[src/rtl/st_adapter_pkg.sv]
// Shared definitions for the Avalon-ST channel filter adapter: FSM encoding
// and the packing of a forwarded beat {data, channel, sop, eop}.
package st_adapter_pkg;

  typedef enum logic [1:0] {
    ST_IDLE = 2'd0,
    ST_PASS = 2'd1,
    ST_DROP = 2'd2
  } state_t;

  // Flags sit in the two LSBs of a packed beat: sop at bit 1, eop at bit 0.
  localparam int FLAG_W = 2;

  function automatic int payload_w(input int data_w, input int ch_w);
    return data_w + ch_w + FLAG_W;
  endfunction

endpackage

[src/rtl/st_skid_buffer.sv]
// Two-entry ready/valid register slice. push_ready is registered and drops
// only once both entries are occupied, so one downstream stall costs no beat.
module st_skid_buffer #(
  parameter int WIDTH = 8
) (
  input  logic             clk,
  input  logic             reset_n,
  input  logic             push_valid,
  input  logic [WIDTH-1:0] push_data,
  output logic             push_ready,
  output logic             pop_valid,
  input  logic             pop_ready,
  output logic [WIDTH-1:0] pop_data
);

  logic [WIDTH-1:0] head_q;
  logic [WIDTH-1:0] tail_q;
  logic [1:0]       count_q;
  logic [1:0]       count_d;
  logic             push;
  logic             pop;

  assign push      = push_valid & push_ready;
  assign pop       = pop_valid & pop_ready;
  assign pop_valid = (count_q != 2'd0);
  assign pop_data  = head_q;

  always_comb begin
    count_d = count_q;
    case ({push, pop})
      2'b10:   count_d = count_q + 2'd1;
      2'b01:   count_d = count_q - 2'd1;
      default: count_d = count_q;
    endcase
  end

  always_ff @(posedge clk or negedge reset_n) begin
    if (!reset_n) begin
      head_q     <= '0;
      tail_q     <= '0;
      count_q    <= 2'd0;
      push_ready <= 1'b0;
    end else begin
      count_q    <= count_d;
      push_ready <= (count_d != 2'd2);
      // Head takes new data when the slot it would occupy is the output slot.
      if (push && (count_q == 2'd0 || (pop && count_q == 2'd1)))
        head_q <= push_data;
      else if (pop && count_q == 2'd2)
        head_q <= tail_q;
      if (push && !pop && count_q == 2'd1)
        tail_q <= push_data;
    end
  end

endmodule

[src/rtl/st_channel_filter_adapter.sv]
// Avalon-ST channel filter: forwards packets whose SOP channel lies in
// [CHANNEL_OFFSET, MAX_CHANNEL], remaps the channel, and counts discards.
module st_channel_filter_adapter
  import st_adapter_pkg::*;
#(
  parameter int DATA_W         = 8,
  parameter int IN_CHANNEL_W   = 8,
  parameter int OUT_CHANNEL_W  = 4,
  parameter int MAX_CHANNEL    = 0,
  parameter int CHANNEL_OFFSET = 0,
  parameter int DROP_CNT_W     = 16
) (
  input  logic                     clk,
  input  logic                     reset_n,
  output logic                     in_ready,
  input  logic                     in_valid,
  input  logic [DATA_W-1:0]        in_data,
  input  logic [IN_CHANNEL_W-1:0]  in_channel,
  input  logic                     in_startofpacket,
  input  logic                     in_endofpacket,
  input  logic                     out_ready,
  output logic                     out_valid,
  output logic [DATA_W-1:0]        out_data,
  output logic [OUT_CHANNEL_W-1:0] out_channel,
  output logic                     out_startofpacket,
  output logic                     out_endofpacket,
  output logic [DROP_CNT_W-1:0]    drop_count,
  output logic [DROP_CNT_W-1:0]    orphan_count,
  output logic [1:0]               fsm_state
);

  localparam int PAY_W = payload_w(DATA_W, OUT_CHANNEL_W);
  localparam logic [IN_CHANNEL_W-1:0] OFF_CH = IN_CHANNEL_W'(CHANNEL_OFFSET);

  // Handshake: a beat moves on in_valid&in_ready (input) and out_valid&out_ready
  // (output); in_ready depends only on buffer occupancy, never on in_valid.
  state_t                   state_q, state_d;
  logic [OUT_CHANNEL_W-1:0] chan_q, chan_d, chan_out, remap;
  logic                     accept, in_range, fwd, drop_inc, orphan_inc;
  logic [PAY_W-1:0]         push_data, pop_data;

  assign accept    = in_valid & in_ready;
  assign in_range  = (int'(in_channel) <= MAX_CHANNEL) && (int'(in_channel) >= CHANNEL_OFFSET);
  assign remap     = OUT_CHANNEL_W'(in_channel - OFF_CH);
  assign fsm_state = state_q;

  // An SOP always restarts evaluation, whatever state the previous packet left.
  always_comb begin
    state_d    = state_q;
    chan_d     = chan_q;
    chan_out   = chan_q;
    fwd        = 1'b0;
    drop_inc   = 1'b0;
    orphan_inc = 1'b0;
    if (accept) begin
      if (in_startofpacket) begin
        if (in_range) begin
          fwd      = 1'b1;
          chan_d   = remap;
          chan_out = remap;
          state_d  = in_endofpacket ? ST_IDLE : ST_PASS;
        end else begin
          drop_inc = 1'b1;
          state_d  = in_endofpacket ? ST_IDLE : ST_DROP;
        end
      end else begin
        case (state_q)
          ST_PASS: begin
            fwd = 1'b1;
            if (in_endofpacket) state_d = ST_IDLE;
          end
          ST_DROP: begin
            if (in_endofpacket) state_d = ST_IDLE;
          end
          default: orphan_inc = 1'b1;
        endcase
      end
    end
  end

  always_ff @(posedge clk or negedge reset_n) begin
    if (!reset_n) begin
      state_q      <= ST_IDLE;
      chan_q       <= '0;
      drop_count   <= '0;
      orphan_count <= '0;
    end else begin
      state_q <= state_d;
      chan_q  <= chan_d;
      if (drop_inc && drop_count != '1)
        drop_count <= drop_count + 1'b1;
      if (orphan_inc && orphan_count != '1)
        orphan_count <= orphan_count + 1'b1;
    end
  end

  assign push_data = {in_data, chan_out, in_startofpacket, in_endofpacket};

  st_skid_buffer #(
    .WIDTH (PAY_W)
  ) u_skid (
    .clk        (clk),
    .reset_n    (reset_n),
    .push_valid (fwd),
    .push_data  (push_data),
    .push_ready (in_ready),
    .pop_valid  (out_valid),
    .pop_ready  (out_ready),
    .pop_data   (pop_data)
  );

  assign {out_data, out_channel, out_startofpacket, out_endofpacket} = pop_data;

endmodule

[config.mk]
export PLATFORM = sky130hd
export DESIGN_NAME = st_channel_filter_adapter
export DESIGN_NICKNAME = d
export VERILOG_FILES = /design/src/rtl/st_adapter_pkg.sv /design/src/rtl/st_skid_buffer.sv /design/src/rtl/st_channel_filter_adapter.sv
export SDC_FILE = /design/constraint.sdc
export NUM_CORES = 1
export LEC_CHECK = 0
export CORE_AREA = 5 5 112 114
export CTS_CLUSTER_SIZE = 14
export DETAILED_ROUTE_END_ITERATION = 10
export DIE_AREA = 0 0 117 119
export PLACE_DENSITY_LB_ADDON = 0.15
export SETUP_SLACK_MARGIN = 0.4
export SLEW_MARGIN = 40
export SYNTH_ARGS = -nofsm -noshare
export SYNTH_HDL_FRONTEND = slang
export SYNTH_SLANG_ARGS = --single-unit
[constraint.sdc]
create_clock -name clk -period 4.1 [get_ports clk]
set_input_delay 0.615 -clock clk [delete_from_list [all_inputs] [get_ports clk]]
set_output_delay 0.615 -clock clk [all_outputs]
set_load 0.05 [all_outputs]
Word-level counts from Yosys, hierarchy flattened
Cells that the tools add are included.
Widths: inputs -> output; s select.
{"block": "op_classes", "eq_ne": 9, "muxes": 22, "magnitude_cmp": 1, "reduce_logical": 16, "bitwise_logic": 3, "n_addsub": 4}
{"cell": "$add 16x1->16 const B", "count": 2}
{"cell": "$ne 16x16->1 const B", "count": 2}
{"cell": "$mux 14", "count": 2}
{"cell": "$mux 4", "count": 3}
{"cell": "$mux 1", "count": 11}
{"cell": "$mux 2", "count": 5}
{"cell": "$le 8x1->1 const B", "count": 1}
{"cell": "$reduce_bool 2->1", "count": 4}
{"cell": "$logic_and 1x1->1", "count": 7}
{"cell": "$eq 2x1->1 const B", "count": 3}
{"cell": "$eq 2x2->1 const B", "count": 3}
{"cell": "$pmux 2 s2", "count": 1}
{"cell": "$and 1x1->1", "count": 3}
{"cell": "$reduce_and 3->1", "count": 1}
{"cell": "$add 2x1->2 const B", "count": 1}
{"cell": "$logic_not 2->1", "count": 1}
{"cell": "$ne 2x2->1 const B", "count": 1}
{"cell": "$reduce_or 2->1", "count": 1}
{"cell": "$sub 2x1->2 const B", "count": 1}
{"cell": "$logic_not 1->1", "count": 1}
{"cell": "$logic_or 1x1->1", "count": 1}
{"block": "word_totals", "reg_bits": 69, "output_inout_bits": 50}

Longest topological paths before layout
{"block": "depth", "word_depth": 8, "ltp_mapped": 11}

By module
From an unflattened synthesis, not the netlist that was laid out.
{"block": "unflattened", "hier_cells": 264, "area_unflattened_um2": 3340.7}
{"module": "st_channel_filter_adapter", "instances": 1, "area_per_inst_um2": 1821.7, "seq_area_each_um2": 950.9, "cells_each": 164}
{"module": "st_skid_buffer", "instances": 1, "area_per_inst_um2": 1519.0, "seq_area_each_um2": 775.7, "cells_each": 100}

Worst setup path before layout
No wires, ideal clock.
{"block": "synth_timing", "kind": "reg2reg", "startpoint": "register state_q[1], in the netlist fsm_state[1]", "endpoint": "register u_skid.tail_q[11]", "setup_slack_ps": 1437, "arrival_ps": 2539, "path_stages_with_launch": 11, "required_time_ps": 3975, "setup_time_ps": 125, "path_cell_list": "dfrtp_1 inv_1 ha_1 nor2b_1 a31oi_1 or2_2 inv_1 ha_1 nand2_1 clkbuf_1 mux2_2"}
{"block": "synth_via", "elab_chain_cells": 7}
{"item": "from (decl)", "line_no": "st_channel_filter_adapter.sv:37", "text": "state_t state_q, state_d;"}
{"item": "from (signal assigned)", "line_no": "st_channel_filter_adapter.sv:88", "text": "state_q <= state_d;"}
{"item": "$eq 2x1->1", "line_no": "st_channel_filter_adapter.sv:67", "text": "case (state_q)"}
{"item": "$mux 1", "line_no": "st_channel_filter_adapter.sv:67"}
{"item": "$mux 1", "line_no": "st_channel_filter_adapter.sv:56", "text": "if (in_startofpacket) begin"}
{"item": "$mux 1", "line_no": "st_channel_filter_adapter.sv:55", "text": "if (accept) begin"}
{"item": "$and 1x1->1", "line_no": "st_skid_buffer.sv:23", "text": "assign push = push_valid & push_ready;"}
{"item": "$logic_and 1x1->1 (2 in a row)", "line_no": "st_skid_buffer.sv:51", "text": "if (push && !pop && count_q == 2'd1)"}
{"item": "to (signal assigned)", "line_no": "st_skid_buffer.sv:52", "text": "tail_q <= push_data;"}
{"item": "to (decl)", "line_no": "st_skid_buffer.sv:17", "text": "logic [WIDTH-1:0] tail_q;"}
Every way passes these cells.
A chain may end at the register's enable or synchronous reset.

Worst setup path in the final report
{"block": "layout_timing", "startpoint": "input port in_channel[0]", "endpoint": "register u_skid.tail_q[11]"}
{"block": "layout_via", "elab_chain_cells": 7}
{"item": "from (decl)", "line_no": "st_channel_filter_adapter.sv:18", "text": "input logic [IN_CHANNEL_W-1:0] in_channel,"}
{"item": "$le 8x1->1", "line_no": "st_channel_filter_adapter.sv:43", "text": "assign in_range = (int'(in_channel) <= MAX_CHANNEL) && (int'(in_channel) >= CHANNEL_OFFSET);"}
{"item": "$mux 1", "line_no": "st_channel_filter_adapter.sv:57", "text": "if (in_range) begin"}
{"item": "$mux 1", "line_no": "st_channel_filter_adapter.sv:56"}
{"item": "$mux 1", "line_no": "st_channel_filter_adapter.sv:55"}
{"item": "$and 1x1->1", "line_no": "st_skid_buffer.sv:23"}
{"item": "$logic_and 1x1->1 (2 in a row)", "line_no": "st_skid_buffer.sv:51"}
Every way passes these cells.

==> metrics.md <==
| Metric | Value |
|---|---|
| Status | finished clean |
| Final Worst Setup Slack | 1.341 ns |
| Total Routing Usage GR | 11.34% |
| Synth Instances | 284 |
| Fin crit share | 67.29% |
| Yosys warnings | 0 |
| Number of I/O pins | 72 |
| Ys flop type | dfrtp_1 |
| Synth Area in XOR/XNOR | 7.410% |
| Drt total wl | 7565 um |
| Critical path class | in -> reg |
| Vias per inst | 4.705 |
| Largest net degree at the start of global routing | 37 |
| # diodes | 0 |
| CTS max path bufs | 2 |
| Number of global-route vias before repair | 2414 |
| CP Data Required Time | 4.31 ns |
| Largest family of logic cells by synthesized area | simple AND/OR/NAND/NOR gates |
| Fin Hold WS | 0.2381 ns |
| Multiplexer share of the synthesized area | 13.95% |
| CP endpoint kind | register |
| Worst endpoint data arrival time | 2.97 ns |
| Starting DRT DRC Count | 80 |
| Placed Cells | 492 |
| Fillers | 1118 |
| Post-Synth Adder-Cell Area | 3.025% |
| Worst-Skew Late Latency | 0.33 ns |
| Synth async-reset ratio | 100.0% |
| Setup bufs post-CTS | 0 |
| Final worst path period need | 2.759 ns |
| Die ar. | 0.01392 sq mm |
| Cts-stage hold buffer count | 0 |
| Slew Viols, Final | 0 |
| CP max stage cell | clkdlybuf4s50_1 |
| Syn avg cell area | 11.65 sq um |
| Dpl hpwl | 5347 um |
| Number of flops mapped to enable cells by yosys | 0 |
| Final non-filler cell total | 509 |
| Max VDD drop | 0.0004467 V |
| # setup viols final | 0 |
| PwrDens | 469.6 mW/mm^2 |
| Die height | 119 um |
| Worst Tran Pin Value | 0.7327 ns |
| Ordered cell list for the critical path | clkdlybuf4s50_1, nor4_4, a31oi_1, or2_2, inv_1, ha_1, nand2_1, mux2_2 |
| GP Congestion | 0.7169 |
| ANT nets after route | 0 |
| Post-DR wirelength/cell | 14.86 um |
| Drt pass-1 iters | 4 |
| RSZ-0062 raised after global routing | no |
| Rel. slew slack | 51.04% |
| Cell area after synthesis | 0.003309 sq mm |
| DP Worst Slack | 0.9424 ns |
| Simple-gate share of the synthesized area | 16.45% |
| CTS tree | done |
| Crit path max fanout | 18 |
| Leak pwr | 2.072 nW |
| FF+latch count, synth | 69 |
| Hold crit path type | in -> async |
| Initial antenna violation count | 0 |
| Most frequent cells in the layout | clkdlybuf4s50_1 (70), dfrtp_1 (69), nand2_1 (28), mux2_2 (25), xor2_1 (15) |
| Worst-path clk slew | 0.06 ns |
| Tot Pwr | 2.133 mW |
| Compound-cell area share of the yosys netlist | 4.386% |
| Share of cells above drive strength 1 | 15.03% |
| Initial Util | 29.23% |
| Die width | 117 um |
| Clk_skew | 0.005992 ns |
| CP startpoint kind | input pin |
| Layout overhead on the synthesized area | 37.24% |
| # clock sinks | 69 |
| DRC viols | 0 |
| Max Cap Violations | 0 |
| CP delay by family, top | simple AND/OR/NAND/NOR gates |
| H-tree depth | 3 |
| Congestion Overflow GR | 0 |
| Fmax | 0.3624 GHz |
| CTS resizes | 0 |
| Via count | 2395 |
| Core Region | 0.01132 sq mm |
| Synth cell types | 38 |
| Crit path largest cell delay | 0.44 ns |
| Mapped Nets | 314 |
| Root Driver | clkbuf_16 |
| Commonest non-fill, non-tap cell in the layout | clkdlybuf4s50_1 |
| Setup_tns | 0 ns |
| Cts bufs inserted | 9 |
| Final Hold Vio Count | 0 |
| First-pass GRT wire length | 12440 um |
| Worst Path Buf+Inv | 2 |
| Sequential fraction of the synthesis area | 52.17% |
| Port Buf Inserts | 71 |
| Floorplan row count | 39 |
| Final net count | 391 |
[cell type report]
| class | instances | area (sq um) | share of cell area (%) |
|---|---|---|---|
| flip-flops and latches | 69 | 1727 | 38.02 |
| multi-input cells | 195 | 1503 | 33.09 |
| repair buffers | 75 | 759.5 | 16.72 |
| clock buffers | 10 | 239.0 | 5.262 |
| well taps | 143 | 178.9 | 3.939 |
| clock inverters | 6 | 93.84 | 2.066 |
| inverters | 11 | 41.29 | 0.9091 |
[final timing paths]
path                            slack [ns]  depth (start not counted)                startpoint                        endpoint
worst max-delay path                  1.34                          8             in_channel[0]   u_skid.tail_q[11]$_DFFE_PN0P_
worst min-delay path                  0.24                          1                   reset_n  u_skid.pop_data[6]$_DFFE_PN0P_
worst max register to register        1.61                          8  fsm_state[0]$_DFFE_PN0P_   u_skid.tail_q[11]$_DFFE_PN0P_
worst min register to register        0.48                          2       chan_q[3]$_DFF_PN0_             chan_q[3]$_DFF_PN0_
max in group asynchronous             3.01                          2                   reset_n     orphan_count[8]$_DFFE_PN0P_
min in group clk                      0.48                          2       chan_q[3]$_DFF_PN0_             chan_q[3]$_DFF_PN0_
[layer usage]
metal	vias to the layer above	global-route usage [%]	share of wire, %
met3	4	4.006	6.0
met5	-	0	0
li1	1164	-	-
met4	0	3.441	0.78
met2	57	17.28	46
met1	1170	15.10	47
[per-stage QoR]
step	instance area, sq um	utilization (%)
2_1_floorplan	3309	-
3_3_place_gp	4164	36.78
3_5_place_dp	4192	37.02
4_1_cts	4524	39.96
5_1_grt	4542	40.12
6_report	4542	40.12
[synth_stat cells, types with 4 or more instances]
cell	count	share of area (%)
nand4_1	11	2.1
mux2i_1	9	2.7
xnor2_1	13	3.4
nor4_1	4	0.76
mux2_2	25	8.5
nand2_1	28	3.2
mux2_1	8	2.7
nor3_1	11	1.7
and3_1	6	1.1
nor2_1	5	0.57
o21ai_0	10	1.5
inv_1	11	1.2
dfrtp_1	69	52
nand3_1	12	1.8
ha_1	8	3.0
xor2_1	15	4.0
[logic make-up (layout without fill, tap and decap cells)]
kind of cell / Yosys count / count (layout)
adders and majority gates: 8 / 8
xor gates and xnor gates: 28 / 28
DFF: 69 / 69
AOI/OAI and AO/OA: 23 / 23
and+or+nand+nor: 94 / 94
muxes: 42 / 42
buffers and inverters: 20 / 102
[report_power, final]
part / internal, mW / switching, mW
Clock: 0.554 / 0.300
Combinational: 0.172 / 0.297
Sequential: 0.737 / 0.0733
[sequential cells by signal (all words and copies together) (netlist names)]
name / flops
u_skid.push_ready: 1
drop_count: 16
fsm_state: 2
chan_q: 4
u_skid.count_q: 2
u_skid.pop_data: 14
orphan_count: 16
u_skid.tail_q: 14
No activity file was read; power rests on OpenSTA's default activity.
